`config.mk`:
```
export PLATFORM = sky130hd
export DESIGN_NAME = mem_rd_responder_flat
export DESIGN_NICKNAME = d
export VERILOG_FILES = /design/src/rtl/mem_rd_responder_pkg.sv /design/src/rtl/mem_rd_responder_if.sv /design/src/rtl/mem_rd_responder_array.sv /design/src/rtl/mem_rd_responder.sv /design/src/flat_wrapper.sv
export SDC_FILE = /design/constraint.sdc
export NUM_CORES = 1
export LEC_CHECK = 0
export BUFFER_PORTS_ARGS = -buffer_cell sky130_fd_sc_hd__buf_2
export CORE_ASPECT_RATIO = 1.2
export CORE_UTILIZATION = 41
export CTS_CLUSTER_SIZE = 28
export DETAILED_ROUTE_END_ITERATION = 16
export PLACE_DENSITY = 0.63
export SYNTH_ARGS = -nofsm -noshare
export SYNTH_HDL_FRONTEND = slang
export SYNTH_SLANG_ARGS = --single-unit
```
`constraint.sdc`:
```
create_clock -name clk -period 1.85 [get_ports clk]
set_input_delay 0.37 -clock clk [delete_from_list [all_inputs] [get_ports clk]]
set_output_delay 0.37 -clock clk [all_outputs]
set_load 0.02 [all_outputs]
```
`src/rtl/mem_rd_responder_pkg.sv`:
```
// -----------------------------------------------------------------------------
// mem_rd_pkg
// Shared types and constants for the mem_rd_responder slice.
//   state_t     : responder FSM state (IDLE / WAIT / DATA), 2-bit encoding
//   TXN_CNT_W   : width of the completed-transaction counter
//   WAIT_CNT_W  : width of the wait-state down-counter
//   WAIT_MAX    : largest legal WAIT_CYCLES value
//   wait_load() : initial down-counter value for a given WAIT_CYCLES
// -----------------------------------------------------------------------------
package mem_rd_pkg;

    localparam int TXN_CNT_W  = 8;
    localparam int WAIT_CNT_W = 4;
    localparam int WAIT_MAX   = (1 << WAIT_CNT_W) - 1;

    typedef enum logic [1:0] {
        ST_IDLE = 2'd0,
        ST_WAIT = 2'd1,
        ST_DATA = 2'd2
    } state_t;

    // The first accepted rd already consumes one wait state, so the counter
    // starts one below WAIT_CYCLES. Zero waits never loads the counter.
    function automatic logic [WAIT_CNT_W-1:0] wait_load(input int wait_cycles);
        if (wait_cycles > 0)
            return WAIT_CNT_W'(wait_cycles - 1);
        else
            return '0;
    endfunction

endpackage

```
`src/rtl/mem_rd_responder_if.sv`:
```
// -----------------------------------------------------------------------------
// mem_rd_if
// Single-word read handshake between the read controller (master) and the
// responder (slave).
//   rd    : master -> slave  read request / retry strobe
//   ds    : master -> slave  done strobe, closes the transaction
//   addr  : master -> slave  read address, sampled with every rd
//   ws    : slave  -> master wait-state response (registered)
//   rdata : slave  -> master read data (registered, valid in DATA)
// -----------------------------------------------------------------------------
interface mem_rd_if #(
    parameter int ADDR_W = 4,
    parameter int DATA_W = 8
) ();

    logic              rd;
    logic              ds;
    logic [ADDR_W-1:0] addr;
    logic              ws;
    logic [DATA_W-1:0] rdata;

    modport master (
        output rd, ds, addr,
        input  ws, rdata
    );

    modport slave (
        input  rd, ds, addr,
        output ws, rdata
    );

endinterface

```
`src/rtl/mem_rd_responder_array.sv`:
```
// -----------------------------------------------------------------------------
// mem_rd_array
// 2**ADDR_W x DATA_W register file: one synchronous write port, one
// asynchronous read port. Because the read is combinational, a write and a
// read of the same word in the same cycle returns the old contents.
//   clk     : write clock
//   wr_en   : write enable
//   wr_addr : write address
//   wr_data : write data
//   raddr   : read address
//   rdata   : read data (combinational)
// -----------------------------------------------------------------------------
module mem_rd_array
    import mem_rd_pkg::*;
#(
    parameter int ADDR_W = 4,
    parameter int DATA_W = 8
) (
    input  logic              clk,
    input  logic              wr_en,
    input  logic [ADDR_W-1:0] wr_addr,
    input  logic [DATA_W-1:0] wr_data,
    input  logic [ADDR_W-1:0] raddr,
    output logic [DATA_W-1:0] rdata
);

    logic [DATA_W-1:0] mem [2**ADDR_W];

    // NOTE: storage is deliberately left out of reset; a reset would turn the
    // array into flops with a reset tree and the contents are preloaded anyway.
    always_ff @(posedge clk) begin
        if (wr_en)
            mem[wr_addr] <= wr_data;
    end

    assign rdata = mem[raddr];

endmodule

```
`src/rtl/mem_rd_responder.sv`:
```
// -----------------------------------------------------------------------------
// mem_rd_responder
// Target-side responder for the go/rd/ws/ds read handshake. Each accepted rd
// that still needs waiting answers with ws=1 one cycle later; once
// WAIT_CYCLES waits are spent the next rd loads rdata from the internal
// register file and holds it until ds closes the transaction.
//   clk       : clock, rising edge
//   rst       : asynchronous active-high reset
//   bus       : mem_rd_if slave modport (rd, ds, addr in; ws, rdata out)
//   wr_en     : preload write enable (any state)
//   wr_addr   : preload write address
//   wr_data   : preload write data
//   proto_err : one-cycle pulse after a cycle with a protocol violation
//   txn_cnt   : completed-transaction count, wraps 255 -> 0
// -----------------------------------------------------------------------------
module mem_rd_responder
    import mem_rd_pkg::*;
#(
    parameter int ADDR_W      = 4,
    parameter int DATA_W      = 8,
    parameter int WAIT_CYCLES = 2
) (
    input  logic                 clk,
    input  logic                 rst,
    mem_rd_if.slave              bus,
    input  logic                 wr_en,
    input  logic [ADDR_W-1:0]    wr_addr,
    input  logic [DATA_W-1:0]    wr_data,
    output logic                 proto_err,
    output logic [TXN_CNT_W-1:0] txn_cnt
);

    if (WAIT_CYCLES < 0 || WAIT_CYCLES > WAIT_MAX) begin : g_bad_wait_cycles
        $error("mem_rd_responder: WAIT_CYCLES=%0d outside 0..%0d",
               WAIT_CYCLES, WAIT_MAX);
    end

    localparam logic [WAIT_CNT_W-1:0] CNT_LOAD = wait_load(WAIT_CYCLES);

    state_t                state_q, state_d;
    logic [WAIT_CNT_W-1:0] cnt_q,   cnt_d;
    logic [ADDR_W-1:0]     addr_q,  addr_d;
    logic                  ws_q,    ws_d;
    logic [DATA_W-1:0]     rdata_q, rdata_d;
    logic                  err_q,   err_d;
    logic [TXN_CNT_W-1:0]  txn_q,   txn_d;

    logic [ADDR_W-1:0]     mem_raddr;
    logic [DATA_W-1:0]     mem_rdata;

    // In IDLE the zero-wait read must use the live address; afterwards the
    // latched address is authoritative even if the initiator changes addr.
    assign mem_raddr = (state_q == ST_IDLE) ? bus.addr : addr_q;

    mem_rd_array #(
        .ADDR_W (ADDR_W),
        .DATA_W (DATA_W)
    ) u_array (
        .clk     (clk),
        .wr_en   (wr_en),
        .wr_addr (wr_addr),
        .wr_data (wr_data),
        .raddr   (mem_raddr),
        .rdata   (mem_rdata)
    );

    // NOTE: every *_d gets a default before the case statement so no path
    // leaves a variable unassigned, which would otherwise infer a latch.
    always_comb begin
        state_d = state_q;
        cnt_d   = cnt_q;
        addr_d  = addr_q;
        ws_d    = 1'b0;
        rdata_d = rdata_q;
        err_d   = 1'b0;
        txn_d   = txn_q;

        unique case (state_q)
            ST_IDLE: begin
                if (bus.ds)
                    err_d = 1'b1;
                if (bus.rd) begin
                    addr_d = bus.addr;
                    if (WAIT_CYCLES == 0) begin
                        rdata_d = mem_rdata;
                        state_d = ST_DATA;
                    end else begin
                        cnt_d   = CNT_LOAD;
                        ws_d    = 1'b1;
                        state_d = ST_WAIT;
                    end
                end
            end

            ST_WAIT: begin
                if (bus.ds)
                    err_d = 1'b1;
                if (bus.rd) begin
                    if (bus.addr != addr_q)
                        err_d = 1'b1;
                    if (cnt_q == '0) begin
                        rdata_d = mem_rdata;
                        state_d = ST_DATA;
                    end else begin
                        cnt_d = cnt_q - 1'b1;
                        ws_d  = 1'b1;
                    end
                end
            end

            ST_DATA: begin
                // A simultaneous rd is a violation but never a new request.
                if (bus.rd)
                    err_d = 1'b1;
                if (bus.ds) begin
                    txn_d   = txn_q + 1'b1;
                    state_d = ST_IDLE;
                end
            end

            default: begin
                state_d = ST_IDLE;
            end
        endcase
    end

    // NOTE: state registers use non-blocking assignments so every flop samples
    // the pre-edge values, independent of statement order.
    always_ff @(posedge clk or posedge rst) begin
        if (rst) begin
            state_q <= ST_IDLE;
            cnt_q   <= '0;
            addr_q  <= '0;
            ws_q    <= 1'b0;
            rdata_q <= '0;
            err_q   <= 1'b0;
            txn_q   <= '0;
        end else begin
            state_q <= state_d;
            cnt_q   <= cnt_d;
            addr_q  <= addr_d;
            ws_q    <= ws_d;
            rdata_q <= rdata_d;
            err_q   <= err_d;
            txn_q   <= txn_d;
        end
    end

    assign bus.ws    = ws_q;
    assign bus.rdata = rdata_q;
    assign proto_err = err_q;
    assign txn_cnt   = txn_q;

endmodule

```
`src/flat_wrapper.sv`:
```
// flat-port wrapper written by rule: the top's interface ports become plain ports
module mem_rd_responder_flat import mem_rd_pkg::*;
#(
    parameter int ADDR_W      = 4,
    parameter int DATA_W      = 8,
    parameter int WAIT_CYCLES = 2
)
  (clk, rst, wr_en, wr_addr, wr_data, proto_err, txn_cnt, bus_rd, bus_ds, bus_addr, bus_ws, bus_rdata);
  mem_rd_if #(.ADDR_W(ADDR_W), .DATA_W(DATA_W)) bus_i ();
  input  logic clk;
  input  logic rst;
  input  logic wr_en;
  input  logic [ADDR_W-1:0] wr_addr;
  input  logic [DATA_W-1:0] wr_data;
  output logic proto_err;
  output logic [TXN_CNT_W-1:0] txn_cnt;
  input wire logic [$bits(bus_i.rd)-1:0] bus_rd;
  input wire logic [$bits(bus_i.ds)-1:0] bus_ds;
  input wire logic [$bits(bus_i.addr)-1:0] bus_addr;
  output wire logic [$bits(bus_i.ws)-1:0] bus_ws;
  output wire logic [$bits(bus_i.rdata)-1:0] bus_rdata;
  assign bus_i.rd = bus_rd;
  assign bus_i.ds = bus_ds;
  assign bus_i.addr = bus_addr;
  assign bus_ws = bus_i.ws;
  assign bus_rdata = bus_i.rdata;
  mem_rd_responder #(.ADDR_W(ADDR_W), .DATA_W(DATA_W), .WAIT_CYCLES(WAIT_CYCLES)) u_core (.clk(clk), .rst(rst), .bus(bus_i), .wr_en(wr_en), .wr_addr(wr_addr), .wr_data(wr_data), .proto_err(proto_err), .txn_cnt(txn_cnt));
endmodule
```
### Yosys cells after proc, flatten, opt, wreduce, memory -nomap -nowiden

Memory sizes are Yosys's and may differ from the RTL's. A register that Yosys moved wholly into a read port is not among the register bits.
Index checks and enable logic that the tools add are counted.

* flip-flop bits (word level): 20
* bits in writable memories: 128
* input bits: 21
* output and inout bits: 18
* logic and storage cells: 45
* memories: 1

Memories
* u_core.u_array.mem: depth 16, width 8, rd ports 1, clocked after Yosys merged registers in 1, write ports 1, line mem_rd_responder_array.sv:27 `logic [DATA_W-1:0] mem [2**ADDR_W];`

* add/subtract/negate cells: 2
* equal/unequal tests: 8
* mux-type cells: 20
* reduce and logical (&&, ||, !) cells: 8

Operators by type and width (number)
* 4-bit 2-to-1 mux: 4
* 8-bit by 1-bit adder with 8-bit output, second input constant: 1
* 1-bit 2-to-1 mux: 8
* 2-bit 2-to-1 mux: 4
* 2-bit inequality test, second input constant: 4
* 4-bit case mux with 2 select lines: 1
* 4-bit AND reduction: 2
* 2-bit case mux with 3 select lines: 1
* 4-bit logical NOT: 1
* 4-bit inequality test: 1
* 2-bit AND reduction: 2
* 4-bit by 1-bit subtractor with 4-bit output, second input constant: 1
* 1-bit case mux with 3 select lines: 1
* 3-bit AND reduction: 1
* 2-bit by 1-bit equality test with 1-bit output, second input constant: 1
* 2-bit equality test, second input constant: 1
* 2-bit logical NOT: 1
* 2-bit by 1-bit inequality test with 1-bit output, second input constant: 1
* 1-bit case mux with 2 select lines: 1
* 2-bit nonzero test: 1

### Longest topological paths before layout

Gate-level depths: netlist of the first run.

* depth after elaboration: 4
* gate-level depth with buffers: 8
* mapped depth without buffers: 7

### By module

Synthesis of the first run repeated with hierarchy kept, for this count alone.

* cell total of the unflattened synthesis: 330
* area total of the unflattened synthesis: 6324.8 um2

By module, submodules not included
* mem_rd_array: times used 1, cells each 221, area each 4987.3 um2, sequential area each 3843.7 um2
* mem_rd_responder: times used 1, cells each 109, area each 1337.5 um2, sequential area each 700.7 um2

### Least setup slack after synthesis of the first run

No wires, ideal clock.

* path type: input -> register
* start point: in wr_addr[2]
* end point: mem u_core.u_array.mem[0][0] (enable)
* library setup time: 0.383 ns
* data arrival time: 1.480 ns
* data required time: 1.467 ns
* path slack: -0.013 ns
* stages on the path: 2
* path buffers: 0
* path through: or3b_2 nor3_1

RTL lines
* from (decl): line flat_wrapper.sv:13 `input logic [ADDR_W-1:0] wr_addr;`
* to (decl): line mem_rd_responder_array.sv:27

Straight into the memory's write port.

### Worst setup path in the final report of the first run

* start point: reg u_core.state_q[1]
* end point: reg u_core.rdata_q[5], in the netlist u_core.bus.rdata[5], read port of u_core.u_array.mem

* cells in the longest elaborated chain, start to end: 2
* elaborated cells on any way between the ends: 4
* classes of those cells: eq/ne (1); mux (1); reduce/logical (2)

RTL lines
* from (decl): line mem_rd_responder.sv:40 `state_t state_q, state_d;`
* from (signal assigned): line mem_rd_responder.sv:139 `state_q <= state_d;`
* 2-bit by 1-bit equality test with 1-bit output / 2-bit logical NOT (equally long branches): line mem_rd_responder.sv:78, mem_rd_responder.sv:53
* 3-bit AND reduction (no source line) / 4-bit 2-to-1 mux (equally long branches)
* to (decl): line mem_rd_responder.sv:44 `logic [DATA_W-1:0] rdata_q, rdata_d;`

Several ways; a longest one is shown, not always the timed one.
A chain may end at the register's enable or synchronous reset.

==> metrics.txt, run 1 <==
outcome finished, violations left; failing checks setup timing; number of buffers inserted for hold repair after clock tree synthesis 0; die area 0.0172 mm²; Residual DRC 0; async set-reset flop share out of synthesis 17.9%; required time at the endpoint of the critical path roughly 2.2 ns; transition at the pin with the smallest max-transition slack approximately 0.45 ns; Final Cycle Share 110%; average wire per cell in the routed design 21.6 µm; post-synthesis cell area 0.00682 mm²; number of vias per cell after detailed routing 5.70; # H-tree levels 4; Final HPWL DP around 11000 µm; initial antenna violation count 0; post-layout util 54.2%; GRT Overall Usage between 20 and 25%; reported leakage power 3.34 nW; fraction of layout cells with a size suffix above 1 between 30 and 40%; Power Dens Cells 1440 mW/mm²; critical path capture point type flop; Syn. warnings 0; most frequent standard cell in the layout excluding fill and tap cells edfxtp_1; clk buf depth 2; overall via count from detail_route about 4700; Num CTS Buffers 17; Final nets roughly 630; placer congestion estimate a little under 0.9; Max rail drop VDD 843 µV; Max Slew Vio Count 0; clock slew seen by the registers of the worst setup and hold paths 0.06 ns; maximum number of pins on one net before global-route repair 29; unrepaired setup endpoints after global routing yes; clk root buf clkbuf_16; filler instances 1300; Most used DFF post-synth edfxtp_1; post-synth net total slightly above 500; Mapped Avg Cell Area about 14 µm²; count of different cell masters after synthesis 53; worst max-slew margin expressed relative to the limit 69.8%; die span in y roughly 140 µm; Design Power between 10 and 15 mW; sequential cell fraction of total power 33.8%; final WL about 18000 µm; kind of path behind the tightest hold check in2async; CTS tree done; number of instances in the synthesized netlist 485; clk_skew 0.00926 ns; shortest clock period the worst path allows after layout 2.03 ns; layout-stage area growth over the synthesis result 29.2%; DRT Pass-1 Iters 4; commonest non-fill, non-tap cells in the layout edfxtp_1, buf_4, buf_2; clock group share of total power 25.6%; antenna viol nets, final 0; I/O pins 39; Skew-Pair Late Insertion Delay 0.43 ns; Int Power 8.30 mW; final setup TNS -1.12 ns; number of DRC markers after the initial detailed-route iteration 465; type of the setup path with the least slack reg2reg; area occupied by multi-input gates 0.00240 mm²; antenna cell count 0; register cell area after layout 0.00455 mm²; GR Overflow Total 0; power share of the combinational group 40.6%; total number of clock tree sinks 156; slack of the critical path -0.177 ns; core outline area approximately 0.016 mm²; chip width around 120 µm; number of synthesized flops with an enable pin 128; number of global-route vias before repair between 4000 and 5000; synthesis-stage register bit count between 150 and 200; sequential fraction of the synthesis area 66.6%; switching portion of total power about a third; Highest Clock Rate 493 MHz; switching power of the nets 4.43 mW; global-route wire length before repair 26700 µm; effective utilization at floorplan 41.9%; peak fanout along the critical path 11; # Max-Cap Violations 0; final hold vios 0; arrival time at the worst endpoint 2.34 ns; Port Buffer Count 38; startpoint class of the critical path flop; floorplan row count 51; number of failing setup endpoints in the final timing report 8
==> metrics by stage <==
stage	hold WS (ns)	setup slack (ns)	instances	instance area, µm²
final	0.0111	-0.177	828	8820
after global routing	0.0290	-0.204	828	8820
after CTS	0.0131	-0.0785	827	8630
after detailed placement	0.465	-0.163	772	7680
after global placement	0.457	-0.119	772	7680
after floorplan	0.435	0.00194	485	6830
==> worst max-delay path, cell delays in order, from the launching register on <==
cell	delay [ns]
dfrtp_2	0.45
buf_6	0.14
o21a_4	0.23
buf_12	0.13
buf_4	0.17
o21ai_0	0.31
nand3_2	0.16
a31oi_2	0.22
o31ai_1	0.09
==> sequential cells by signal, indices dropped and copies added (netlist names) <==
signal and flops:
u_core.addr_q 4, u_core.bus.ws 1, u_core.txn_cnt 8, u_core.bus.rdata 8, u_core.state_q 2, u_core.u_array.mem 128, u_core.cnt_q 4, u_core.proto_err 1
==> kinds of logic after synthesis <==
logic type               synth area share (%)
AO/OA/AOI/OAI                            9.10
XOR/XNOR                                 1.67
adder cells (fa/ha/maj)                 0.550
buffers and inverters                    2.66
flip-flops                               66.6
multiplexers                             8.40
AND/OR/NAND/NOR                          11.0
==> per-layer routing <==
layer | GRT usage, % | vias up | wire length, µm
met2 | 37.3 | 178 | 9260
met5 | 0 | - | 0
met4 | 11.2 | 0 | 662
li1 | - | 2125 | -
met1 | 24.9 | 2377 | 7050
met3 | 5.00 | 38 | 948
==> Yosys cell counts, types with 6 or more instances <==
library cell / number / area share [%]
dfrtp_1: 28 / 10
xnor2_1: 8 / 1.0
nor2_1: 17 / 0.94
mux2i_1: 39 / 5.7
o211ai_1: 12 / 1.3
o21ai_0: 23 / 1.7
a32o_1: 13 / 1.9
clkbuf_1: 7 / 0.39
nand2b_1: 7 / 0.64
nor3_1: 6 / 0.44
edfxtp_1: 128 / 56
mux2_2: 9 / 1.5
mux2_1: 6 / 0.99
nand2_1: 39 / 2.1
buf_2: 9 / 0.66
nand3_1: 42 / 3.1
a31oi_1: 14 / 1.3
==> power groups by stage <==
stage	Combinational (mW)	Clock (mW)	Sequential, mW
after floorplan	2.40	0	4.43
after global placement	3.91	0	4.35
after detailed placement	3.97	0	4.36
after CTS	4.88	3.30	4.30
after global routing	5.44	3.44	4.33
final	5.16	3.26	4.31
==> repair_timing <==
item / CTS / global route
setup buffers: 17 / 0
setup endpoints to repair: 8 / 9
pin swaps: 23 / 16
gates resized for setup: 39 / 34
gates cloned: 7 / 2
==> path summary, 6_finish.rpt <==
path | cells after the start | startpoint | end | slack, ns
hold / removal | 3 | rst | u_core.txn_cnt[2] | 0.01
setup reg to reg | 8 | u_core.state_q[1] | u_core.bus.rdata[5] | -0.18
min in group clk | 2 | bus_rd | u_core.state_q[0] | 0.19
hold reg to reg | 1 | u_core.txn_cnt[7] | u_core.txn_cnt[7] | 0.47
max in group asynchronous | 3 | rst | u_core.state_q[0] | 1.54
setup / recovery | 8 | u_core.state_q[1] | u_core.bus.rdata[5] | -0.18
==> final cells by class <==
class / count / share of cell area, %
Sequential cell: 156 / 51.6
Inverter: 4 / 0.170
Multi-Input combinational cell: 303 / 27.2
Timing Repair Buffer: 121 / 11.7
Clock buffer: 19 / 5.14
Tap cell: 212 / 3.01
Clock inverter: 13 / 1.19
No activity file was read; power rests on OpenSTA's default activity.
==> run 2, diff against run 1 <==
--- a/config.mk
+++ b/config.mk
@@ -8,6 +8,7 @@
 export BUFFER_PORTS_ARGS = -buffer_cell sky130_fd_sc_hd__buf_2
 export CORE_ASPECT_RATIO = 1.2
 export CORE_UTILIZATION = 41
+export CTS_BUF_LIST = sky130_fd_sc_hd__clkbuf_2
 export CTS_CLUSTER_SIZE = 28
 export DETAILED_ROUTE_END_ITERATION = 16
 export PLACE_DENSITY = 0.63
==> run 2 against run 1 <==
  * The run still ends with setup timing left
  * Hold slack gained 0.11 ns
  * Final cell count grew 3.5%
  * Critical path depth grew 1
  * Clock skew grew 0.029 ns
  * Highest routed layer unchanged
  * Clock power shrank 49%
  * Global-route usage shrank 1.2 points
  * Sequential share of layout area grew 0.80 points
  * Largest power group unchanged
  * Setup slack lost 0.067 ns
==> metrics.txt, run 2 (same netlist as run 1, synthesis figures left out) <==
register-to-register setup slack -0.24 ns (was -0.18 ns); origin of the critical flop-to-flop path u_core.state_q[1] (unchanged); startpoint class of the critical path flop (unchanged); most frequent standard cell in the layout excluding fill and tap cells edfxtp_1 (unchanged); filler instances 1337 (was 1300); clock slew seen by the registers of the worst setup and hold paths 0.26 ns (was 0.06 ns); slack of the critical path -0.243 ns (was -0.177 ns); register cell area after layout 0.00455 mm² (unchanged); total number of clock tree sinks 156 (unchanged); critical path capture point type flop (unchanged); register ranked first by flip-flop count u_core.u_array.mem (unchanged); switching portion of total power 37.8% (was 34.8%); switching power of the nets 4.25 mW (was 4.43 mW); # H-tree levels 4 (unchanged); unrepaired setup endpoints after global routing yes (unchanged); chip width 120 µm (unchanged); Final HPWL DP 11300 µm (unchanged); type of the setup path with the least slack reg2reg (unchanged); commonest non-fill, non-tap cells in the layout edfxtp_1, buf_4, nand2_1, mux2i_1, buf_2 (was edfxtp_1, buf_4, buf_2); flip-flop count of the largest register, all copies and words added 128 (unchanged); Skew-Pair Late Insertion Delay 0.77 ns (was 0.43 ns); Residual DRC 0 (unchanged); failing checks setup timing (unchanged); # Max-Cap Violations 0 (unchanged); power share of the combinational group 47.2% (was 40.6%); final hold vios 0 (unchanged); I/O pins 39 (unchanged); met3 track utilization from global routing 4.29% (was 5.00%); core outline area 0.0163 mm² (unchanged); floorplan row count 51 (unchanged); average wire per cell in the routed design 21.2 µm (was 21.6 µm); kind of path behind the tightest hold check in2reg (was in2async); peak fanout along the critical path 5 (was 11); clk buf depth 2 (unchanged); most used routing layer in global routing met2 (unchanged); fraction of met1 tracks used by global routing 23.9% (was 24.9%); Max Slew Vio Count 0 (unchanged); arrival time at the worst endpoint 2.76 ns (was 2.34 ns); Highest Clock Rate 478 MHz (was 493 MHz); number of DRC markers after the initial detailed-route iteration 438 (was 465); Worst R2R End u_core.bus.rdata[0] (was u_core.bus.rdata[5]); Final Cycle Share 113% (was 110%); clock group share of total power 14.7% (was 25.6%); worst slack at placement -0.163 ns (unchanged); placer congestion estimate 0.866 (unchanged); met2 demand-to-capacity share in global routing 36.4% (was 37.3%); hold slack 0.124 ns (was 0.0111 ns); number of global-route vias before repair 4515 (was 4669); sequential cell fraction of total power 38.1% (was 33.8%); antenna viol nets, final 0 (unchanged); worst max-slew margin expressed relative to the limit 66.3% (was 69.8%); Int Power 7.00 mW (was 8.30 mW); overall via count from detail_route 4776 (was 4718); CTS tree done (unchanged); maximum number of pins on one net before global-route repair 29 (unchanged); required time at the endpoint of the critical path 2.52 ns (was 2.16 ns); reported leakage power 3.34 nW (about the same); DRT Pass-1 Iters 5 (was 4); layout-stage area growth over the synthesis result 27.3% (was 29.2%); Num CTS Buffers 17 (unchanged); Port Buffer Count 38 (unchanged); post-layout util 53.4% (was 54.2%); die area 0.0172 mm² (unchanged); transition at the pin with the smallest max-transition slack 0.506 ns (was 0.452 ns); clk_skew 0.0379 ns (was 0.00926 ns); outcome finished, violations left (unchanged); global-route wire length before repair 25300 µm (was 26700 µm); clk root buf clkbuf_2 (was clkbuf_16); startpoint of the most critical setup path u_core.state_q[1] (unchanged); initial antenna violation count 1 (was 0); number of vias per cell after detailed routing 5.57 (was 5.70); shortest clock period the worst path allows after layout 2.09 ns (was 2.03 ns); final setup TNS -1.20 ns (was -1.12 ns); area occupied by multi-input gates 0.00232 mm² (was 0.00240 mm²); Power Dens Cells 1300 mW/mm² (was 1440 mW/mm²); fraction of layout cells with a size suffix above 1 34.0% (was 35.9%); Final nets 655 (was 627); capture point of the critical path u_core.bus.rdata[0] (was u_core.bus.rdata[5]); Max rail drop VDD 467 µV (was 843 µV); final WL 18100 µm (was 17900 µm); GRT Overall Usage 20.3% (was 21.5%); GR Overflow Total 0 (unchanged); effective utilization at floorplan 41.9% (unchanged); number of failing setup endpoints in the final timing report 8 (unchanged); die span in y 143 µm (unchanged); Reg2Reg Depth 9 (was 8)
run 2: timing repair:
action                                  in CTS  in global routing
endpoints found under the setup margin       8                 15
hold endpoints to repair                   113                  0
resized for setup                           17                 40
gates cloned                                 1                  8
hold buffers                                14                  0
buffers inserted                             1                 28
pin swaps                                    3                 22
run 2: worst max-delay path: stages, from the launching register on:
cell and delay (ns):
dfrtp_2 0.49, buf_6 0.14, buf_6 0.12, nor2_8 0.14
buf_6 0.14, mux2i_4 0.30, buf_4 0.19, nand3_1 0.11
nand4_1 0.24, o311ai_2 0.14
run 2: area by class of cell:
cell class,count,share of cell area [%]
multi-input combinational,302,26.7
clock buffer,17,0.980
antenna,1,0.0288
timing repair buffer,150,15.4
clock inverter,15,1.30
sequential,156,52.4
tap,212,3.05
inverter,4,0.173
run 2: worst min path at each step:
stage                            startpoint                        to  slack [ns]  cells after the start
after global placement                  rst         u_core.txn_cnt[5]        0.46                      3
final                            wr_addr[1]  u_core.u_array.mem[0][0]        0.12                      3
after detailed placement  u_core.txn_cnt[7]         u_core.txn_cnt[7]        0.46                      1
after floorplan                         rst          u_core.addr_q[0]        0.44                      1
after global routing             wr_addr[1]  u_core.u_array.mem[0][3]        0.06                      3
after CTS                        wr_addr[0]  u_core.u_array.mem[0][3]        0.09                      3
run 2: metal layers:
metal / part of all wire (%) / routed length [µm]
met1: 39 / 7130
met2: 52 / 9430
met3: 5.6 / 1020
met4: 3.1 / 565
met5: 0 / 0
run 2: metrics by stage:
step	instances	area (µm²)	power [mW]
floorplan	485	6830	6.82
global placement	772	7680	8.26
detailed placement	772	7680	8.33
CTS	820	8120	10.2
global route	857	8680	11.7
finish	857	8680	11.3
run 2: power groups by stage:
| stage | registers (mW) | logic [mW] | clock network, mW |
|---|---|---|---|
| floorplan | 4.43 | 2.40 | 0 |
| global placement | 4.35 | 3.91 | 0 |
| detailed placement | 4.36 | 3.97 | 0 |
| CTS | 4.30 | 4.23 | 1.68 |
| global route | 4.31 | 5.63 | 1.81 |
| finish | 4.29 | 5.32 | 1.65 |
==> run 3, diff against run 2 <==
--- a/config.mk
+++ b/config.mk
@@ -12,6 +12,7 @@
 export CTS_CLUSTER_SIZE = 28
 export DETAILED_ROUTE_END_ITERATION = 16
 export PLACE_DENSITY = 0.63
+export RECOVER_POWER = 50
 export SYNTH_ARGS = -nofsm -noshare
 export SYNTH_HDL_FRONTEND = slang
 export SYNTH_SLANG_ARGS = --single-unit
==> constraint.sdc (replaced) <==
create_clock -name clk -period 1.85 [get_ports clk]
set_input_delay 0.37 -clock clk [delete_from_list [all_inputs] [get_ports clk]]
set_output_delay 0.37 -clock clk [all_outputs]
set_load 0.1 [all_outputs]
==> run 3 against run 2 <==
  * The flow still finishes with violations (setup timing)
  * Clock-buffer cell count did not move
  * Sequential share of layout area rose by 0.71 points
  * Maximum frequency rose by 8.8%
  * Via count fell by 4.1%
  * First-iteration DRC count fell by 38%
  * Sequential cell count did not move
  * Critical path depth fell by 1
  * Non-clock buffer count fell by 13
  * Global-route usage fell by 0.10 points
  * Sequential power rose by 1%
==> metrics.txt, run 3 (same netlist as run 1, synthesis figures left out) <==
outcome finished, violations left (unchanged); failing checks setup timing (unchanged); placer congestion estimate 0.853 (was 0.866); Skew-Pair Late Insertion Delay 0.76 ns (was 0.77 ns); launch point of the worst hold path wr_addr[0] (was wr_addr[1]); Final HPWL DP 11200 µm (was 11300 µm); number of vias per cell after detailed routing 5.44 (was 5.57); GRT Overall Usage 20.2% (was 20.3%); commonest non-fill, non-tap cells in the layout edfxtp_1, buf_4, nand3_1 (was edfxtp_1, buf_4, nand2_1, mux2i_1, buf_2); Port Buffer Count 38 (unchanged); final hold vios 0 (unchanged); global-route wire length before repair 25400 µm (was 25300 µm); core outline area 0.0163 mm² (unchanged); Residual DRC 0 (unchanged); hold-critical path endpoint u_core.u_array.mem[0][3] (was u_core.u_array.mem[0][0]); chip width 120 µm (unchanged); # Max-Cap Violations 0 (unchanged); die span in y 143 µm (unchanged); arrival time at the worst endpoint 2.59 ns (was 2.76 ns); kind of path behind the tightest hold check in2reg (unchanged); required time at the endpoint of the critical path 2.52 ns (about the same); GR Overflow Total 0 (unchanged); I/O pins 39 (unchanged); hold slack 0.142 ns (was 0.124 ns); number of DRC markers after the initial detailed-route iteration 273 (was 438); type of the setup path with the least slack reg2reg (unchanged); buffers and inverters on the worst path 3 (was 4); worst hold path depth 3 (unchanged); die area 0.0172 mm² (unchanged); cell with the largest stage delay on the worst path dfrtp_2 (unchanged); clk buf depth 2 (unchanged); startpoint class of the critical path flop (unchanged); floorplan row count 51 (unchanged); effective utilization at floorplan 41.9% (unchanged); total number of clock tree sinks 156 (unchanged); slack of the critical path -0.0741 ns (was -0.243 ns); most frequent standard cell in the layout excluding fill and tap cells edfxtp_1 (unchanged); dominant cell type by count on the critical path buf_12 (was buf_6); final WL 16400 µm (was 18100 µm); critical path cell sequence buf_4 -> o21a_1 -> buf_12 -> nor2_4 -> buf_12 -> nand2_1 -> a32o_2 -> o31ai_2 (was buf_6 -> buf_6 -> nor2_8 -> buf_6 -> mux2i_4 -> buf_4 -> nand3_1 -> nand4_1 -> o311ai_2); Highest Clock Rate 520 MHz (was 478 MHz); # H-tree levels 4 (unchanged); Final nets 640 (was 655); Final Cycle Share 104% (was 113%); peak fanout along the critical path 23 (was 5); overall via count from detail_route 4580 (was 4776); Worst R2R End u_core.bus.rdata[1] (was u_core.bus.rdata[0]); flip-flop count of the largest register, all copies and words added 128 (unchanged); worst max-slew margin expressed relative to the limit 35.5% (was 66.3%); register ranked first by flip-flop count u_core.u_array.mem (unchanged); reported leakage power 3.16 nW (was 3.34 nW); worst stage delay on the critical path 0.51 ns (was 0.49 ns); Num CTS Buffers 17 (unchanged); number of global-route vias before repair 4722 (was 4515); antenna viol nets, final 0 (unchanged); maximum number of pins on one net before global-route repair 29 (unchanged); Max rail drop VDD 474 µV (was 467 µV); initial antenna violation count 1 (unchanged); register-to-register setup slack -0.07 ns (was -0.24 ns); transition at the pin with the smallest max-transition slack 0.967 ns (was 0.506 ns); Max Slew Vio Count 0 (unchanged); Power Dens Cells 1370 mW/mm² (was 1300 mW/mm²); post-layout util 52.7% (was 53.4%); origin of the critical flop-to-flop path u_core.state_q[1] (unchanged); number of failing setup endpoints in the final timing report 8 (unchanged); clk root buf clkbuf_2 (unchanged); unrepaired setup endpoints after global routing yes (unchanged); average wire per cell in the routed design 19.5 µm (was 21.2 µm); final setup TNS -0.489 ns (was -1.20 ns); critical path capture point type flop (unchanged); CTS tree done (unchanged); layout-stage area growth over the synthesis result 25.8% (was 27.3%); clk_skew 0.0422 ns (was 0.0379 ns); DRT Pass-1 Iters 5 (unchanged); Reg2Reg Depth 8 (was 9); shortest clock period the worst path allows after layout 1.92 ns (was 2.09 ns); top cell family by delay on the critical path compound AO/OA/AOI/OAI gates (was buffers and inverters); fraction of layout cells with a size suffix above 1 27.8% (was 34.0%); clock slew seen by the registers of the worst setup and hold paths 0.29 ns (was 0.26 ns)
[run 3: layout make-up]
class / count / area [µm²]
fillers: 1357 / 7690
flip-flops and latches: 156 / 4550
multi-input cells: 300 / 2220
repair buffers: 137 / 1260
well taps: 212 / 265
clock inverters: 15 / 184
clock buffers: 17 / 85.1
inverters: 4 / 15.0
diodes: 1 / 2.50
[run 3: routing by layer]
metal | vias up | GRT usage (%) | share of wire, %
li1 | 2131 | - | -
met1 | 2286 | 23.8 | 41
met3 | 33 | 3.65 | 3.9
met4 | 0 | 10.8 | 3.3
met5 | - | 0 | 0
met2 | 130 | 35.2 | 52
[run 3: repair_timing]
item                                    in CTS  in global routing
hold buffers                                14                  0
endpoints found under the hold margin      163                  0
setup buffers                               13                  5
gates cloned                                 1                  0
endpoints found under the setup margin      26                 21
resized for setup                           72                 14
pin swaps                                   10                  6
[run 3: power breakdown]
part | switching (mW) | internal (mW)
Sequential | 0.274 | 4.08
Clock | 1.47 | 0.494
Combinational | 3.05 | 2.38
[run 3: worst max path at each step]
stage / start / end / slack, ns / cells past startpoint
6_report: u_core.state_q[1] / u_core.bus.rdata[1] / -0.07 / 8
3_5_place_dp: bus_addr[1] / u_core.bus.rdata[1] / -0.23 / 6
2_1_floorplan: u_core.state_q[0] / u_core.bus.rdata[1] / 0.002 / 7
3_3_place_gp: bus_addr[1] / u_core.bus.rdata[1] / -0.16 / 6
5_1_grt: u_core.state_q[1] / u_core.bus.rdata[6] / -0.17 / 8
4_1_cts: u_core.state_q[1] / u_core.bus.rdata[1] / -0.10 / 8
[run 3: per-stage QoR]
step                cell area, µm²  setup WS, ns  power [mW]  instances
global placement              7740        -0.156        8.99        776
CTS                           8530        -0.101        11.7        836
global route                  8580        -0.167        12.3        842
detailed placement            7740        -0.226        9.07        776
finish                        8580       -0.0741        11.7        842
floorplan                     6830       0.00194        7.47        485
[run 3: tightest hold or removal path: stages]
cell,delay (ns)
buf_2,0.15
nor3_2,0.06
buf_4,0.17
